`src/rtl/vec_mag_apb_pkg.sv`:
```
// -----------------------------------------------------------------------------
// vec_mag_apb_pkg
// Shared definitions for the vec_mag APB register port:
//   - apb_mst_state_e : state encoding of the APB initiator FSM
//   - register map    : CTRL, STATUS, COUNT and OVF byte addresses
//   - CTRL bit fields : soft-reset release and clock enable positions
// -----------------------------------------------------------------------------
package vec_mag_apb_pkg;

   typedef enum logic [1:0] {
      ST_IDLE   = 2'd0,
      ST_SETUP  = 2'd1,
      ST_ACCESS = 2'd2,
      ST_RESP   = 2'd3
   } apb_mst_state_e;

   localparam logic [11:0] ADDR_CTRL   = 12'h000;
   localparam logic [11:0] ADDR_STATUS = 12'h004;
   localparam logic [11:0] ADDR_COUNT  = 12'h008;
   localparam logic [11:0] ADDR_OVF    = 12'h00C;

   localparam int CTRL_SRST_REL_BIT = 0;
   localparam int CTRL_CLK_EN_BIT   = 1;

endpackage

```
`src/rtl/vec_mag_apb_master.sv`:
```
// -----------------------------------------------------------------------------
// vec_mag_apb_master
// APB3 initiator. Accepts single-beat register commands on a valid/ready
// command channel, runs one SETUP/ACCESS transfer per command and returns the
// result on a valid/ready response channel. A bounded wait counter aborts an
// ACCESS phase whose responder never raises pready.
//
// Ports
//   clk, rst                  : clock, synchronous active-high reset
//   cmd_valid_i / cmd_ready_o : command handshake
//   cmd_write_i, cmd_addr_i,
//   cmd_wdata_i               : command payload (wdata ignored for reads)
//   rsp_valid_o / rsp_ready_i : response handshake
//   rsp_rdata_o               : read data (0 for writes and aborted transfers)
//   rsp_err_o                 : pslverr seen or timeout
//   rsp_timeout_o             : transfer aborted by timeout
//   psel_o .. pslverr_i       : APB initiator port
// -----------------------------------------------------------------------------
module vec_mag_apb_master
   import vec_mag_apb_pkg::*;
#(
   parameter int APB_ADDR_WIDTH = 12,
   parameter int DATA_WIDTH     = 32,
   parameter int TIMEOUT_CYCLES = 16
) (
   input  logic                      clk,
   input  logic                      rst,
   input  logic                      cmd_valid_i,
   output logic                      cmd_ready_o,
   input  logic                      cmd_write_i,
   input  logic [APB_ADDR_WIDTH-1:0] cmd_addr_i,
   input  logic [DATA_WIDTH-1:0]     cmd_wdata_i,
   output logic                      rsp_valid_o,
   input  logic                      rsp_ready_i,
   output logic [DATA_WIDTH-1:0]     rsp_rdata_o,
   output logic                      rsp_err_o,
   output logic                      rsp_timeout_o,
   output logic                      psel_o,
   output logic                      penable_o,
   output logic [APB_ADDR_WIDTH-1:0] paddr_o,
   output logic                      pwrite_o,
   output logic [DATA_WIDTH-1:0]     pwdata_o,
   input  logic [DATA_WIDTH-1:0]     prdata_i,
   input  logic                      pready_i,
   input  logic                      pslverr_i
);

   localparam int CNT_W = (TIMEOUT_CYCLES > 0) ? $clog2(TIMEOUT_CYCLES + 1) : 1;
   localparam logic [CNT_W-1:0] CNT_LIMIT = CNT_W'(TIMEOUT_CYCLES);

   apb_mst_state_e   state;
   logic [CNT_W-1:0] wait_cnt;
   logic             timeout_hit;

   // The counter holds the number of wait cycles already seen, so the abort
   // fires in the ACCESS cycle after the TIMEOUT_CYCLES-th wait state.
   assign timeout_hit = (TIMEOUT_CYCLES != 0) && (wait_cnt == CNT_LIMIT);

   always_ff @(posedge clk) begin
      if (rst) begin
         state         <= ST_IDLE;
         wait_cnt      <= '0;
         cmd_ready_o   <= 1'b0;
         rsp_valid_o   <= 1'b0;
         rsp_rdata_o   <= '0;
         rsp_err_o     <= 1'b0;
         rsp_timeout_o <= 1'b0;
         psel_o        <= 1'b0;
         penable_o     <= 1'b0;
         paddr_o       <= '0;
         pwrite_o      <= 1'b0;
         pwdata_o      <= '0;
      end else begin
         case (state)
            ST_IDLE: begin
               if (cmd_valid_i && cmd_ready_o) begin
                  paddr_o     <= cmd_addr_i;
                  pwrite_o    <= cmd_write_i;
                  pwdata_o    <= cmd_write_i ? cmd_wdata_i : '0;
                  psel_o      <= 1'b1;
                  penable_o   <= 1'b0;
                  cmd_ready_o <= 1'b0;
                  wait_cnt    <= '0;
                  state       <= ST_SETUP;
               end else begin
                  // Raises ready the first cycle after reset release.
                  cmd_ready_o <= 1'b1;
               end
            end

            ST_SETUP: begin
               penable_o <= 1'b1;
               state     <= ST_ACCESS;
            end

            ST_ACCESS: begin
               // pready wins over a timeout landing in the same cycle.
               if (pready_i) begin
                  rsp_rdata_o   <= pwrite_o ? '0 : prdata_i;
                  rsp_err_o     <= pslverr_i;
                  rsp_timeout_o <= 1'b0;
                  rsp_valid_o   <= 1'b1;
                  psel_o        <= 1'b0;
                  penable_o     <= 1'b0;
                  state         <= ST_RESP;
               end else if (timeout_hit) begin
                  rsp_rdata_o   <= '0;
                  rsp_err_o     <= 1'b1;
                  rsp_timeout_o <= 1'b1;
                  rsp_valid_o   <= 1'b1;
                  psel_o        <= 1'b0;
                  penable_o     <= 1'b0;
                  state         <= ST_RESP;
               end else if (wait_cnt != '1) begin
                  wait_cnt <= wait_cnt + 1'b1;
               end
            end

            ST_RESP: begin
               if (rsp_ready_i) begin
                  rsp_valid_o   <= 1'b0;
                  rsp_rdata_o   <= '0;
                  rsp_err_o     <= 1'b0;
                  rsp_timeout_o <= 1'b0;
                  cmd_ready_o   <= 1'b1;
                  state         <= ST_IDLE;
               end
            end

            default: begin
               state <= ST_IDLE;
            end
         endcase
      end
   end

endmodule
```
`config.mk`:
```
export PLATFORM = sky130hd
export DESIGN_NAME = vec_mag_apb_master
export DESIGN_NICKNAME = d
export VERILOG_FILES = /design/src/rtl/vec_mag_apb_pkg.sv /design/src/rtl/vec_mag_apb_master.sv
export SDC_FILE = /design/constraint.sdc
export NUM_CORES = 1
export LEC_CHECK = 0
export CAP_MARGIN = 0
export CORE_MARGIN = 4
export CORE_UTILIZATION = 38
export CTS_CLUSTER_DIAMETER = 200
export CTS_CLUSTER_SIZE = 30
export DETAILED_ROUTE_END_ITERATION = 8
export GPL_ROUTABILITY_DRIVEN = 0
export GPL_TIMING_DRIVEN = 0
export PLACE_DENSITY = 0.74
export SYNTH_ARGS = -nofsm -noshare
export SYNTH_HDL_FRONTEND = slang
export SYNTH_SLANG_ARGS = --single-unit
```
`constraint.sdc`:
```
create_clock -name clk -period 2.95 [get_ports clk]
set_input_delay 0.4425 -clock clk [delete_from_list [all_inputs] [get_ports clk]]
set_output_delay 0.4425 -clock clk [all_outputs]
set_load 0.02 [all_outputs]
```
Word level (Yosys, flattened, before mapping). Cells that the tools add are included.

Multiplexer cells: 33. Add/subtract/negate cells: 1. Divide/modulo/power cells: 0. Multiply operators: 0. Reductions and logical operators: 13. $lt $le $gt $ge: 0. Bitwise operators: 0. Shifts and indexed selects: 0. Eq/ne operators: 11.

Operator list (number): two-way mux 32 bit (5); one-hot mux 32 bit (2 select lines) (1); two-way mux 5 bit (4); AND reduction 3 bit (4); two-way mux 1 bit (11); != test 2 bit, second input constant (5); one-hot mux 1 bit (2 select lines) (5); one-hot mux 5 bit (2 select lines) (1); two-way mux 2 bit (4); one-hot mux 2 bit (4 select lines) (1); nonzero test 2 bit (3); adder 5 x 1 -> 5 bit, second input constant (1); == test 5 bit, second input constant (1); != test 5 bit, second input constant (1); AND reduction 5 bit (1); == test 2 bit, second input constant (2); AND reduction 2 bit (2); != test 3 bit, second input constant (1); one-hot mux 1 bit (3 select lines) (1); nonzero test 3 bit (1); == test 2 x 1 -> 1 bit, second input constant (1); zero test 2 bit (1); logical AND 1 bit (1).

Register bits after elaboration: 90. Output and inout port bits: 83. Bits of input ports: 83. Bits in writable memories: 0. Latch bits: 0. Memories kept: 0. Bits in read-only memories: 0.

Logic depth before layout (Yosys ltp). Gate-level depths: netlist (run 1).

Depth after elaboration: 5. Mapped depth: 9. Depth with buffers taken out: 7.

Worst setup path after synthesis (run 1). OpenSTA, ideal clock, no wires.

Path kind: register -> register. From: register wait_cnt[0]. To: register wait_cnt[3]. Clock period less this slack: 2.074 ns. Stages on the path, launching flop included: 8. Data arrival time: 2.000 ns. Path slack: 0.876 ns. Cells stage by stage: dfxtp_1 -> ha_1 -> and3_1 -> ha_1 -> or3b_4 -> nand2b_4 -> or4_1 -> a31oi_1.

Longest elaborated chain between the ends: 5. Elaborated cells on any way between the ends: 10.

RTL lines: start: declaration (line vec_mag_apb_master.sv:52) `logic [CNT_W-1:0] wait_cnt;`; start signal: assignment (line vec_mag_apb_master.sv:115) `wait_cnt <= wait_cnt + 1'b1;`; adder 5 x 1 -> 5 bit (line vec_mag_apb_master.sv:115); two-way mux 5 bit (line vec_mag_apb_master.sv:114) `end else if (wait_cnt != '1) begin`; two-way mux 5 bit (line vec_mag_apb_master.sv:106) `end else if (timeout_hit) begin`; two-way mux 5 bit (line vec_mag_apb_master.sv:98) `if (pready_i) begin`; one-hot mux 5 bit (2 select lines) (line vec_mag_apb_master.sv:74) `case (state)`.

Several ways; a longest one is shown, not always the timed one. The select of a mux whose other input is x is not followed. A chain may end at the register's enable or synchronous reset.

Worst setup path in the final report (run 1). Same ends and word-level chain as after synthesis.

==> results_dict.tcl, run 1 <==
set metrics [dict create \
    io_buffers 163 \
    worstMarginPinSlew_ns 0.538 \
    overflow 0 \
    drtAntennaViolNets 0 \
    slew_headroom 0.641 \
    dpl.hpwl_um 8470 \
    cap_violations 0 \
    cts-hold-fix-buffers 0 \
    final_area_um2 5760 \
    fin_crit_sh 0.748 \
    fin_skew_ns 0.0143 \
    fill_cells 889 \
    synth_area_leaders "dfxtp_1 (48%), mux2i_1 (9.5%), a21oi_1 (6.8%), nand2_1 (6.6%), and2_1 (5.3%)" \
    leakage_nw 2.01 \
    hold_viol_final 0 \
    synth.avg_cell_area_um2 8.66 \
    antenna_found_initial 0 \
    drt_iter0_markers 192 \
    synth_largest_area_cell "dfxtp_1" \
    cts_sinks 90 \
    crit_arrival_ns 2.47 \
    synth_cell_type_count 36 \
    cts_resized 0 \
    drv_slew 0 \
    synth_area_um2 3780 \
    synth_nets 527 \
    path_clk_slew_ns 0.09 \
    hp-class "in2reg" \
    dr.pass1.iters 4 \
    place_ws_ns 0.688 \
    root_buffer "clkbuf_8" \
    rsz0062_at_grt "false" \
    die_area_um2 11600 \
    route.detailed.drc 0 \
    synth_top_area_frac 0.477 \
    nets 701 \
    ys_seq_elements 90 \
    finalPower_mw 3.68 \
    start_util 0.388 \
    multi_input_area_um2 1770 \
    viasPerCell 4.84 \
    setup_tns_ns 0 \
    dpl_cell_area_um2 5570 \
    cts_tree "yes" \
    clkLatencyLatePin_ns 0.35 \
    die_w_um 108 \
    io_pins 166 \
    die_h_um 108 \
    placementRows 36 \
    core-area_um2 9730 \
    synth_commonest_cells "dfxtp_1 (90), nand2_1 (66), a21oi_1 (51)" \
    synthFlopType "dfxtp_1" \
    cts_buffer_depth 2 \
    synthToLayoutAreaGrowth_pct 52.7 \
    r2r_slack_ns 0.74 \
    synthCells 436 \
    grt_max_degree 16 \
    postCtsSetupBuffers 0 \
    synth_warnings 0 \
    worstSetupStartpointType "register" \
    vias 3618 \
    wl_per_cell_um 14.8 \
    fin_ws_ns 0.744 \
    required_ns 3.22 \
    utilization 0.592 \
    min_period_ns 2.21 \
    worst-path-max-fanout 5 \
    grt_pass1_vias 3646 \
    htreeDepth 3 \
    drive_above_1_share 0.0455 \
    async_flop_share 0 \
    wirelength_um 11100 \
    n_antenna_cell 0 \
    yosysMostFrequentCell "dfxtp_1" \
    yosysSeqAreaShare 0.477 \
    cts_buffers 9 \
    outcome "finished, final reports clean" \
    grt_pass1_wl_um 17500 \
    fmax_mhz 453 \
    setup_viol 0 \
    critPathKind "reg2reg" \
    powerDensity_nw_per_um2 639 \
    synth_edf_count 0 \
    irDropWorstVdd_uv 261 \
    seqCellArea_um2 1800 \
    endpoint_kind "register" \
    grt_usage 0.186 \
]
## per-stage QoR
stage | hold WS, ns | std cells
after CTS | 0.429 | 748
after global routing | 0.454 | 748
after floorplan | 0.474 | 436
after global placement | 0.437 | 732
final | 0.448 | 748
after detailed placement | 0.446 | 732
## final timing paths
check               startpoint      endpoint  cells past startpoint
setup / recovery   wait_cnt[0]   wait_cnt[3]                      7
hold / removal             rst   rsp_valid_o                      2
setup reg to reg   wait_cnt[0]   wait_cnt[3]                      7
hold reg to reg   pwdata_o[21]  pwdata_o[21]                      2
## state kept, by name, indices dropped and copies added (netlist names), 2 cells and up
name and cells:
pwdata_o 32, wait_cnt 5, rsp_rdata_o 32, paddr_o 12
state 2
## placed cells by master, fill, tap and decap left out, types with 2 or more instances in the layout
master,synthesis,final
buf_12,3,3
nor2_1,43,43
a211oi_1,2,2
clkinvlp_4,0,4
clkdlybuf4s50_1,0,163
o211ai_1,2,2
inv_1,7,7
dfxtp_1,90,90
nor3_1,2,2
nand2_1,66,66
a31oi_1,3,3
buf_2,5,5
clkbuf_8,0,11
nand3_1,36,36
mux2i_1,36,36
and2_1,32,32
a21oi_1,51,51
and3_1,3,3
ha_1,8,8
nor2b_1,3,3
clkbuf_1,25,25
a32oi_1,2,2
## report_power, final
part	switching (mW)	internal, mW
logic	0.768	0.674
registers	0.0843	1.35
clock network	0.449	0.354
total	1.30	2.38
## cells by family after synthesis
group | share of synthesized area
buf+inv | 0.0553
fa+ha+maj | 0.0265
mux | 0.0954
simple gates | 0.245
flops | 0.477
compound gates | 0.101
## final cells by class
| class | count | share of cell area |
|---|---|---|
| Timing Repair Buffer | 163 | 0.283 |
| Buffer | 34 | 0.0317 |
| Sequential cell | 90 | 0.313 |
| Clock buffer | 11 | 0.0263 |
| Multi-Input combinational cell | 305 | 0.306 |
| Clock inverter | 5 | 0.00673 |
| Inverter | 7 | 0.00456 |
| Tap cell | 133 | 0.0289 |
## metal layers
metal | GRT usage | wire, um
met5 | 0 | 0
met4 | 0.0667 | 128
met3 | 0.0552 | 887
met2 | 0.309 | 5160
met1 | 0.229 | 4930
## worst max-delay path, stage by stage (launching register included)
cell	delay [ns]
dfxtp_1	0.36
ha_1	0.24
and3_1	0.19
ha_1	0.17
or3b_4	0.41
nand2b_4	0.17
or4_1	0.46
a31oi_1	0.13
Note: power is estimated with default switching activity, not from simulation.
==> run 2, diff against run 1 <==
Settings changed: PLACE_DENSITY 0.74 to 0.77.
Clock period 2.95 ns to 1.9 ns, I/O delays scaled along.
==> run 2 against run 1 <==
The flow now finishes with violations (negative setup slack). Combinational power increased by 84%. Worst hold slack worse by 0.16 ns. Sequential share of layout area shrank 2.1 points. Clock power is 82% higher. Sequential power rose by 55%. Global-route usage rose by 0.51 points. Die area did not move. Setup slack worse by 0.81 ns. Critical endpoint unchanged. Largest power group is now combinational logic.
==> results_dict.tcl, run 2 (synthesis results as in run 1) <==
set metrics [dict create \
    vias 3760 \
    setup_viol 1 \
    critPathKind "reg2reg" \
    final_cell_mix "clkdlybuf4s50_1 (163), dfxtp_1 (87), nand2_1 (66)" \
    slew_headroom 0.638 \
    cts_tree "yes" \
    reg.largest.list "pwdata_o: 32 flops, rsp_rdata_o: 32 flops, paddr_o: 12 flops" \
    grt_max_degree 16 \
    start_util 0.388 \
    viasPerCell 4.88 \
    htreeDepth 3 \
    violations "negative setup slack" \
    wl_per_cell_um 15.1 \
    irDropWorstVdd_uv 556 \
    antenna_found_initial 0 \
    cts-hold-fix-buffers 0 \
    overflow 0 \
    die_area_um2 11600 \
    layout_commonest_cell "clkdlybuf4s50_1" \
    wirelength_um 11600 \
    fin_skew_ns 0.0148 \
    cts_buffers 9 \
    leakage_nw 2.22 \
    clkLatencyLatePin_ns 0.35 \
    fill_cells 868 \
    worst-path-max-fanout 3 \
    cap_violations 0 \
    drv_slew 0 \
    grt_pass1_vias 3692 \
    root_buffer "clkbuf_8" \
    fin_hold_ws_ns 0.289 \
    hold_viol_final 0 \
    required_ns 2.18 \
    dpl.hpwl_um 8370 \
    cts_sinks 90 \
    die_h_um 108 \
    dp.cells 732 \
    drtAntennaViolNets 0 \
    cts_buffer_depth 2 \
    synthToLayoutAreaGrowth_pct 63.9 \
    endpoint_kind "register" \
    grt_usage 0.191 \
    io_buffers 163 \
    route.detailed.drc 0 \
    nets 723 \
    min_period_ns 1.97 \
    crit_arrival_ns 2.25 \
    drive_above_1_share 0.127 \
    worstSetupStartpointType "register" \
    utilization 0.636 \
    setup_tns_ns -0.0703 \
    dr.pass1.iters 4 \
    core-area_um2 9730 \
    n_antenna_cell 0 \
    rsz0062_at_grt "true" \
    fin_crit_sh 1.04 \
    fin_ws_ns -0.0703 \
    powerDensity_nw_per_um2 1020 \
    outcome "finished, violations left" \
    fmax_mhz 508 \
    die_w_um 108 \
    io_pins 166 \
    worstMarginPinSlew_ns 0.543 \
    drt_iter0_markers 200 \
    finalPower_mw 6.33 \
    grt_pass1_wl_um 17800 \
    placementRows 36 \
    path_clk_slew_ns 0.09 \
    hp-class "in2reg" \
    final_cells 770 \
]
==> run 2: cell types whose count changed in the layout (fill, tap and decap cells not counted), moves of 3 or more <==
| cell | before | now |
|---|---|---|
| dfxtp_1 | 90 | 87 |
| buf_6 | 0 | 4 |
| dfxtp_2 | 0 | 3 |
| clkbuf_1 | 25 | 14 |
| clkbuf_2 | 0 | 8 |
| ha_1 | 8 | 2 |
| ha_2 | 0 | 4 |
| buf_4 | 0 | 18 |
| clkinvlp_4 | 4 | 0 |
| mux2i_1 | 36 | 33 |
==> run 2: path summary, 6_finish.rpt <==
check | start | endpoint | slack [ns] | depth (start not counted)
worst min register to register | pwdata_o[16] | pwdata_o[16] | 0.45 | 2
worst max register to register | wait_cnt[1] | wait_cnt[3] | -0.07 | 7
worst min-delay path | cmd_write_i | pwdata_o[18] | 0.29 | 3
worst max-delay path | wait_cnt[1] | wait_cnt[3] | -0.07 | 7
==> run 2: worst max-delay path, stage by stage (launching register included) <==
cell and delay [ns]:
dfxtp_2 0.35, ha_4 0.17, and3_4 0.15, ha_4 0.14
or3b_4 0.39, nand2b_4 0.16, or4_1 0.39, a31oi_1 0.17
==> run 2: stage by stage <==
stage | setup WS (ns) | cell area (um2)
6_report | -0.0703 | 6190
4_1_cts | -0.0640 | 5980
3_3_place_gp | -0.166 | 5580
3_5_place_dp | -0.241 | 5580
2_1_floorplan | -0.0287 | 3780
5_1_grt | -0.120 | 6190
==> run 2: power breakdown <==
part	internal, mW	total [mW]	switching (mW)
combinational	1.35	2.65	1.30
clock	0.780	1.46	0.677
sequential	2.10	2.23	0.124
==> run 2: repair_timing <==
item | CTS | global route
buffers inserted | 10 | 10
pin swaps | 3 | 5
endpoints found under the setup margin | 73 | 80
cloned | 1 | 2
resized for setup | 18 | 33
==> run 2: area by class of cell <==
class / count / area, um2 / share of cell area
flip-flops and latches: 90 / 1810 / 0.292
inverters: 7 / 26.3 / 0.00425
multi-input cells: 305 / 1880 / 0.303
clock inverters: 6 / 87.6 / 0.0142
clock buffers: 10 / 138 / 0.0222
plain buffers: 33 / 208 / 0.0336
well taps: 133 / 166 / 0.0269
repair buffers: 186 / 1880 / 0.304
==> run 2: routing by layer <==
metal	track usage	share of wire
met1	0.223	0.42
met2	0.327	0.48
met3	0.0654	0.082
met4	0.0649	0.016
met5	0	0
